==> src/rtl/multdiv_pkg.sv <==
// Shared definitions for the multdiv unit.
//   - DIV_WIDTH  : default operand/result width of the divider
//   - div_state_e: divider FSM states (IDLE, RUN, FIX)
//   - cnt_width(): width of the iteration counter for a given operand width
package multdiv_pkg;

   localparam int unsigned DIV_WIDTH = 32;

   typedef enum logic [1:0] {
      IDLE,
      RUN,
      FIX
   } div_state_e;

   // Must be able to hold the value WIDTH itself, not just WIDTH-1.
   function automatic int unsigned cnt_width(input int unsigned w);
      return $clog2(w) + 1;
   endfunction

endpackage

==> src/rtl/div_step.sv <==
// One restoring-division iteration (purely combinational).
// Ports:
//   rem_i  : partial remainder before the step
//   quo_i  : quotient register before the step (upper bits still hold dividend bits)
//   dvsr_i : divisor magnitude
//   rem_o  : partial remainder after the step
//   quo_o  : quotient register after the step
module div_step
   import multdiv_pkg::*;
#(
   parameter int unsigned WIDTH = DIV_WIDTH
) (
   input  logic [WIDTH-1:0] rem_i,
   input  logic [WIDTH-1:0] quo_i,
   input  logic [WIDTH-1:0] dvsr_i,
   output logic [WIDTH-1:0] rem_o,
   output logic [WIDTH-1:0] quo_o
);

   logic [WIDTH:0] shifted;
   logic [WIDTH:0] trial;

   always_comb begin
      // {rem, quo} << 1 : the next dividend bit moves from quo's MSB into rem.
      shifted = {rem_i, quo_i[WIDTH-1]};
      trial   = shifted - {1'b0, dvsr_i};
      if (!trial[WIDTH]) begin
         rem_o = trial[WIDTH-1:0];
         quo_o = {quo_i[WIDTH-2:0], 1'b1};
      end else begin
         rem_o = shifted[WIDTH-1:0];
         quo_o = {quo_i[WIDTH-2:0], 1'b0};
      end
   end

endmodule

==> src/rtl/div_seq.sv <==
// Multi-cycle signed divider: latches operand magnitudes on start, runs one
// restoring step per clock for WIDTH clocks, then applies sign correction and
// pulses ready_o with quotient/remainder and a divide-by-zero flag.
// Ports:
//   clk_i        : clock, rising edge
//   clr_n_i      : synchronous active-low reset
//   start_i      : one-cycle request, sampled only in IDLE
//   dividend_i   : two's-complement dividend
//   divisor_i    : two's-complement divisor
//   busy_o       : high while a non-zero-divisor division is in flight
//   ready_o      : one-cycle completion pulse
//   quotient_o   : signed quotient, truncated toward zero
//   remainder_o  : signed remainder, sign follows dividend
//   exception_o  : divide-by-zero flag
module div_seq
   import multdiv_pkg::*;
#(
   parameter int unsigned WIDTH = DIV_WIDTH
) (
   input  logic             clk_i,
   input  logic             clr_n_i,
   input  logic             start_i,
   input  logic [WIDTH-1:0] dividend_i,
   input  logic [WIDTH-1:0] divisor_i,
   output logic             busy_o,
   output logic             ready_o,
   output logic [WIDTH-1:0] quotient_o,
   output logic [WIDTH-1:0] remainder_o,
   output logic             exception_o
);

   localparam int unsigned     CW   = cnt_width(WIDTH);
   localparam logic [CW-1:0]   LAST = CW'(WIDTH - 1);

   div_state_e state_q, state_d;

   logic [CW-1:0]    cnt_q,  cnt_d;
   logic [WIDTH-1:0] rem_q,  rem_d;
   logic [WIDTH-1:0] quo_q,  quo_d;
   logic [WIDTH-1:0] dvsr_q, dvsr_d;
   logic             qneg_q, qneg_d;
   logic             rneg_q, rneg_d;
   logic             zero_q, zero_d;
   logic [WIDTH-1:0] quot_q, quot_d;
   logic [WIDTH-1:0] remd_q, remd_d;
   logic             exc_q,  exc_d;
   logic             rdy_q,  rdy_d;

   logic [WIDTH-1:0] step_rem;
   logic [WIDTH-1:0] step_quo;

   div_step #(.WIDTH(WIDTH)) u_step (
      .rem_i  (rem_q),
      .quo_i  (quo_q),
      .dvsr_i (dvsr_q),
      .rem_o  (step_rem),
      .quo_o  (step_quo)
   );

   // State register
   always_ff @(posedge clk_i) begin
      if (!clr_n_i) state_q <= IDLE;
      else          state_q <= state_d;
   end

   // Next-state logic
   always_comb begin
      state_d = state_q;
      unique case (state_q)
         IDLE:    if (start_i) state_d = (divisor_i == '0) ? FIX : RUN;
         RUN:     if (cnt_q == LAST) state_d = FIX;
         FIX:     state_d = IDLE;
         default: state_d = IDLE;
      endcase
   end

   // FSM outputs: a divide-by-zero passes through FIX without ever being busy.
   always_comb begin
      busy_o = (state_q == RUN) || ((state_q == FIX) && !zero_q);
   end

   // Datapath next-state
   always_comb begin
      cnt_d  = cnt_q;
      rem_d  = rem_q;
      quo_d  = quo_q;
      dvsr_d = dvsr_q;
      qneg_d = qneg_q;
      rneg_d = rneg_q;
      zero_d = zero_q;
      quot_d = quot_q;
      remd_d = remd_q;
      exc_d  = exc_q;
      rdy_d  = 1'b0;
      unique case (state_q)
         IDLE: begin
            if (start_i) begin
               zero_d = (divisor_i == '0);
               if (divisor_i != '0) begin
                  // Negating -2^(WIDTH-1) yields itself, which is the correct unsigned magnitude.
                  quo_d  = dividend_i[WIDTH-1] ? -dividend_i : dividend_i;
                  dvsr_d = divisor_i[WIDTH-1]  ? -divisor_i  : divisor_i;
                  qneg_d = dividend_i[WIDTH-1] ^ divisor_i[WIDTH-1];
                  rneg_d = dividend_i[WIDTH-1];
                  rem_d  = '0;
                  cnt_d  = '0;
               end
            end
         end
         RUN: begin
            rem_d = step_rem;
            quo_d = step_quo;
            cnt_d = cnt_q + CW'(1);
         end
         FIX: begin
            if (zero_q) begin
               quot_d = '0;
               remd_d = '0;
            end else begin
               quot_d = qneg_q ? -quo_q : quo_q;
               remd_d = rneg_q ? -rem_q : rem_q;
            end
            exc_d = zero_q;
            rdy_d = 1'b1;
         end
         default: ;
      endcase
   end

   always_ff @(posedge clk_i) begin
      if (!clr_n_i) begin
         cnt_q  <= '0;
         rem_q  <= '0;
         quo_q  <= '0;
         dvsr_q <= '0;
         qneg_q <= 1'b0;
         rneg_q <= 1'b0;
         zero_q <= 1'b0;
         quot_q <= '0;
         remd_q <= '0;
         exc_q  <= 1'b0;
         rdy_q  <= 1'b0;
      end else begin
         cnt_q  <= cnt_d;
         rem_q  <= rem_d;
         quo_q  <= quo_d;
         dvsr_q <= dvsr_d;
         qneg_q <= qneg_d;
         rneg_q <= rneg_d;
         zero_q <= zero_d;
         quot_q <= quot_d;
         remd_q <= remd_d;
         exc_q  <= exc_d;
         rdy_q  <= rdy_d;
      end
   end

   assign ready_o     = rdy_q;
   assign quotient_o  = quot_q;
   assign remainder_o = remd_q;
   assign exception_o = exc_q;

endmodule

==> config.mk <==
export PLATFORM = sky130hd
export DESIGN_NAME = div_seq
export DESIGN_NICKNAME = d
export VERILOG_FILES = /design/src/rtl/multdiv_pkg.sv /design/src/rtl/div_step.sv /design/src/rtl/div_seq.sv
export SDC_FILE = /design/constraint.sdc
export NUM_CORES = 1
export LEC_CHECK = 0
export BUFFER_PORTS_ARGS = -buffer_cell sky130_fd_sc_hd__buf_2
export CORE_ASPECT_RATIO = 1.5
export CORE_MARGIN = 5
export CORE_UTILIZATION = 47
export DETAILED_ROUTE_END_ITERATION = 7
export PLACE_DENSITY = 0.66
export REMOVE_ABC_BUFFERS = 1
export SYNTH_ARGS = -nofsm -noshare
export SYNTH_HDL_FRONTEND = slang
export SYNTH_HIERARCHICAL = 1
export SYNTH_SLANG_ARGS = --single-unit
==> constraint.sdc <==
create_clock -name clk_i -period 5.3 [get_ports clk_i]
set_clock_uncertainty 0.05 [all_clocks]
set_input_delay 1.06 -clock clk_i [delete_from_list [all_inputs] [get_ports clk_i]]
set_output_delay 1.06 -clock clk_i [all_outputs]
set_load 0.05 [all_outputs]
### Word level (Yosys, flattened, before mapping)

Index checks and enable logic that the tools add are counted.

| word-level totals | value |
|---|---|
| flip-flop bits (word level) | 173 |
| input port bits | 67 |
| output and inout port bits | 67 |
| logic and storage cells | 58 |

| cells by class | value |
|---|---|
| add/sub/neg operators | 6 |
| equal/unequal tests | 6 |
| mux-type cells | 22 |
| bitwise gates (word level) | 1 |
| reduce and logical (&&, ||, !) cells | 11 |

Operator list:

| cell | count |
|---|---|
| two-way mux 32 bit | 11 |
| negation 32 bit | 4 |
| one-hot mux 32 bit (2 select lines) | 2 |
| subtractor 33 x 32 -> 33 bit | 1 |
| zero test 32 bit | 1 |
| nonzero test 32 bit | 1 |
| two-way mux 6 bit | 2 |
| one-hot mux 6 bit (2 select lines) | 1 |
| adder 6 x 1 -> 6 bit, second input constant | 1 |
| equality test 6 x 5 -> 1 bit, second input constant | 1 |
| two-way mux 2 bit | 3 |
| != test 2 bit, second input constant | 3 |
| AND reduction 3 bit | 2 |
| one-hot mux 2 bit (2 select lines) | 1 |
| AND reduction 2 bit | 2 |
| equality test 2 x 1 -> 1 bit, second input constant | 1 |
| equality test 2 bit, second input constant | 1 |
| zero test 2 bit | 1 |
| two-way mux 1 bit | 2 |
| nonzero test 2 bit | 1 |
| logical AND 1 bit | 1 |
| zero test 1 bit | 1 |
| logical OR 1 bit | 1 |
| bitwise XOR 1 bit | 1 |

### Longest topological paths before layout

| logic depth | value |
|---|---|
| word-level depth | 5 |
| depth in mapped cells | 17 |
| depth with buffers taken out | 15 |

### By module

Netlist, hierarchy kept.

Modules (own cells, without submodules):

| module | times used | cells each | area an instance (um2) | seq. area each (um2) |
|---|---|---|---|---|
| div_seq | 1 | 1107 | 8936.1 | 3463.3 |
| div_step | 1 | 336 | 2591.2 | 0.0 |

### Worst setup path after synthesis

OpenSTA, ideal clock, no wires.

| path | value |
|---|---|
| path kind | register -> register |
| start | register quo_q[31] |
| end | register rem_q[10] |
| library setup time | 128 ps |
| data arrival time | 3363 ps |
| required time | 5122 ps |
| path slack | 1760 ps |
| stages on the path, launching flop included | 18 |
| buffers on the path | 2 |
| clock period less this slack | 3540 ps |
| path through | dfxtp_1 -> inv_1 -> ha_1 -> fa_1 -> and2b_1 -> o2111ai_2 -> a21oi_2 -> o2111ai_1 -> a211oi_2 -> nor2_4 -> mux2i_4 -> and2_4 -> buf_12 -> inv_8 -> buf_12 -> mux2_4 -> a22oi_1 -> nor2_1 |

| between the ends | value |
|---|---|
| cells in the longest elaborated chain, start to end | 3 |

RTL lines:

| element | RTL line | RTL |
|---|---|---|
| start, declared | div_seq.sv:39 | `logic [WIDTH-1:0] quo_q, quo_d;` |
| start signal, assigned | div_seq.sv:146 | `quo_q <= quo_d;` |
| subtractor 33 x 32 -> 33 bit | div_step.sv:26 | `trial = shifted - {1'b0, dvsr_i};` |
| two-way mux 32 bit | div_step.sv:27 | `if (!trial[WIDTH]) begin` |
| named net step_rem[10] | div_seq.sv:49 | `logic [WIDTH-1:0] step_rem;` |
| one-hot mux 32 bit (2 select lines) | div_seq.sv:95 | `unique case (state_q)` |
| end signal, assigned | div_seq.sv:145 | `rem_q <= rem_d;` |
| end, declared | div_seq.sv:38 | `logic [WIDTH-1:0] rem_q, rem_d;` |

The timed path passes the listed nets, and every way through them passes these cells.
A chain may end at the register's enable or synchronous reset.

### Worst setup path after layout

| path | value |
|---|---|
| start | register quo_q[31] |
| end | register rem_q[26] |

The elaborated chain is that of the path after synthesis.

==> flow_summary_export.csv <==
group,metric,value,unit
run_status,run_status,"completed",
global_routing,grt_antenna_before_repair,0,
floorplanning,core_region_area,24260,um2
job,drv.max_cap_violation_count,0,
routing,via_to_cell_ratio,5.746,
yosys,seq_area_frac_synth,30.04,%
clocking,root_buffer,"clkbuf_16",
routing,drcViolationCount,0,
worst_setup_path,critical_path.startpoint_type,"flop",
yosys,distinct_cell_type_count_after_synthesis,92,
worst_setup_path,critPathCaptureType,"flop",
clocking,ctsHoldBuffers,0,
power_and_ir_drop,cellPowerDensity,594.7,nW/um2
yosys,mappedNetlistArea,11530,um2
worst_hold_path,hold-path-cell-count,2,
clocking,clkSlewWorstSetupHoldPaths,0.06,ns
sta,finalSetupViolations,0,
floorplanning,initial_cell_density_of_the_core,47.51,%
routing,detailedRoute.firstPassIterationCount,5,
global_routing,grt_pass1_wl,51510,um
finish,multiInputGateArea,7139,um2
floorplanning,vertical_die_dimension,201.8,um
sta,timing.setup.tns,0,ns
yosys,post_synth_inst_count,1443,
power_and_ir_drop,totalPowerFinal,7.487,mW
routing,drtIter0Drc,659,
worst_setup_path,worst-path-max-fanout,24,
routing,detailroute.via_count,10530,
sta,fin_crit,3.916,ns
power_and_ir_drop,vdd.ir_drop.worst,0.4724,mV
routing,dr_wl_met2,15930,um
routing,wire_per_inst,17.37,um
clocking,cts_made_buffers,17,
sta,rsz0062_at_grt,"no",
global_routing,globalRoute.totalOverflow,0,
finish,area_growth_syn_to_layout,9.215,%
global_routing,grt.total_usage,22.87,%
floorplanning,die_area,27820,um2
sta,post-route-period-util,73.89,%
routing,m1_wire_length,13290,um
floorplanning,ioPinCount,134,
finish,n_fill_cell,2413,
sta,number_of_failing_hold_endpoints_at_the_final_stage,0,
clocking,tritoncts,"done",
power_and_ir_drop,cellLeakagePower,5.139,nW
sta,max_slew_violations,0,
yosys,edff_count_synth,0,
worst_setup_path,worst_r2r_path_depth,15,
routing,routed-wl-met3,1513,um
worst_setup_path,worstSetupPathType,"flop to flop",
sta,maxSlewHeadroom,27.38,%
yosys,syn-mean-instance-area,7.988,um2
finish,layout.core_utilization,51.89,%
floorplanning,rows,70,
sta,actual_transition_at_the_worst_max_transition_pin,1.087,ns
clocking,clock_latency,0.45,ns
sta,maxClockFrequency,255.4,MHz
clocking,cts-resized-gates,0,
routing,drt_wl_total,31830,um
finish,antenna_fix_cells,0,
yosys,ys_ff_latch,173,
clocking,clock_path_buffers,2,
global_routing,first_global_vias,10190,
clocking,post_cts.repair.setup_buffers,0,
placement,detailedPlacementHpwl,23780,um
finish,ff_latch_area,3463,um2
finish,fraction_of_layout_instances_using_a_drive_strength_above_1,16.05,%
routing,top_layer,"met4",
global_routing,pin_count_of_the_biggest_net_entering_global_routing,82,
clocking,clkSinkCount,173,
yosys,synth_async_sr_flop_share,0,%
worst_setup_path,crit_required,5.55,ns
floorplanning,die_width,137.9,um
worst_hold_path,hp-class,"flop to flop",
routing,remaining_number_of_nets_flagged_by_the_antenna_check_after_routing,0,
placement,gp_routability_congestion,0.9558,
yosys,synth-warning-count,6,
clocking,clock_tree.htree_level_count,4,
yosys,synth_ff_type,"dfxtp_1",
placement,count_of_buffers_from_port_buffering,133,
worst_setup_path,worstPathArrival,4.16,ns
finish,total_number_of_nets_in_the_final_design,1601,
finish,layout.cells.most_common,"dfxtp_1",
finish,layout.cells.most_common_list,"dfxtp_1, nand2_1, nor2_1",
## per-stage QoR
stage	cells	area [um2]	setup slack (ns)	hold WS, ns
2_1_floorplan	1327	10790	0.2577	0.3819
3_3_place_gp	1801	12000	1.284	0.3790
3_5_place_dp	1801	12000	1.247	0.3886
4_1_cts	1832	12590	1.397	0.4025
5_1_grt	1832	12590	1.172	0.4337
6_report	1832	12590	1.384	0.3975
## power by group
group	switching [mW]	internal (mW)	total (mW)
clock network	0.556	0.720	1.28
logic	2.37	2.13	4.51
registers	0.257	1.45	1.70
total	3.19	4.30	7.49
## routing by layer
layer,vias to the layer above,global-route usage (%)
met4,0,9.428
met2,291,40.35
li1,5261,-
met1,4915,27.34
met5,-,0
met3,59,3.337
## sequential cells by signal, indices dropped and copies added (netlist names)
register	flops
dvsr_q	32
quo_q	32
quotient_o	32
rem_q	32
remainder_o	32
cnt_q	6
state_q	2
exception_o	1
qneg_q	1
ready_o	1
rneg_q	1
zero_q	1
## kinds of logic after synthesis
| logic type | share of synthesized area [%] |
|---|---|
| buffers and inverters | 8.152 |
| AND/OR/NAND/NOR | 19.90 |
| flip-flops | 30.04 |
| AO/OA/AOI/OAI | 23.65 |
| adder cells (fa/ha/maj) | 4.190 |
| XOR/XNOR | 10.49 |
| multiplexers | 3.582 |
## critical path, cell delays in order, from the launching register on
cell       delay, ns
dfxtp_1         0.35
inv_1           0.06
ha_1            0.22
fa_1            0.40
and2b_1         0.24
o2111ai_2       0.14
a21oi_2         0.25
o2111ai_1       0.24
a211oi_2        0.34
nor2_4          0.10
mux2i_4         0.37
and2_4          0.34
inv_8           0.13
mux2_4          0.32
a22oi_1         0.18
nor2_1          0.06
## path summary, 6_finish.rpt
kind | slack (ns) | from | end
worst min-delay path | 0.40 | remainder_o[27]$_SDFFE_PN0P_ | remainder_o[27]$_SDFFE_PN0P_
worst min register to register | 0.40 | remainder_o[27]$_SDFFE_PN0P_ | remainder_o[27]$_SDFFE_PN0P_
worst max register to register | 1.38 | quo_q[31]$_SDFFE_PN0P_ | rem_q[26]$_SDFFE_PN0P_
worst max-delay path | 1.38 | quo_q[31]$_SDFFE_PN0P_ | rem_q[26]$_SDFFE_PN0P_
## synthesized netlist by cell type, types with 5 or more instances
library cell  instances  share of area (%)
a31oi_1              18               0.98
o21a_1                8               0.52
nand3_1              36                1.6
clkbuf_1             55                1.8
or4_1                13               0.85
xnor2_1              62                4.7
a21oi_1              84                3.6
dfxtp_1             173                 30
and3_1                8               0.43
nor2_1              137                4.5
o31ai_1              21                1.4
mux2i_1               6               0.52
nand4_1              17               0.92
mux2_4               19                2.5
or2_2                 9               0.49
a211oi_1             12               0.78
ha_1                 37                4.0
xor2_1               76                5.8
clkbuf_8              5               0.60
o41ai_1              21                1.6
buf_2                 5               0.22
a21o_1               19                1.2
inv_1                49                1.6
o211ai_1             12               0.78
nand2_1             136                4.4
nor3_1               42                1.8
or3_1                11               0.60
nor3b_1               7               0.46
a22oi_1              46                3.0
nand2b_1             13               0.71
buf_1                 5               0.16
buf_4                38                2.5
nor4_1               13               0.71
o21ai_0             133                5.8
## final cells by class
cell class / instances / area share, %
Clock buffer: 19 / 3.598
Clock inverter: 12 / 1.083
Inverter: 51 / 1.580
Multi-Input combinational cell: 1103 / 56.71
Sequential cell: 173 / 27.51
Tap cell: 324 / 3.220
Timing Repair Buffer: 150 / 6.301
Power figures use the tool's default switching activity.
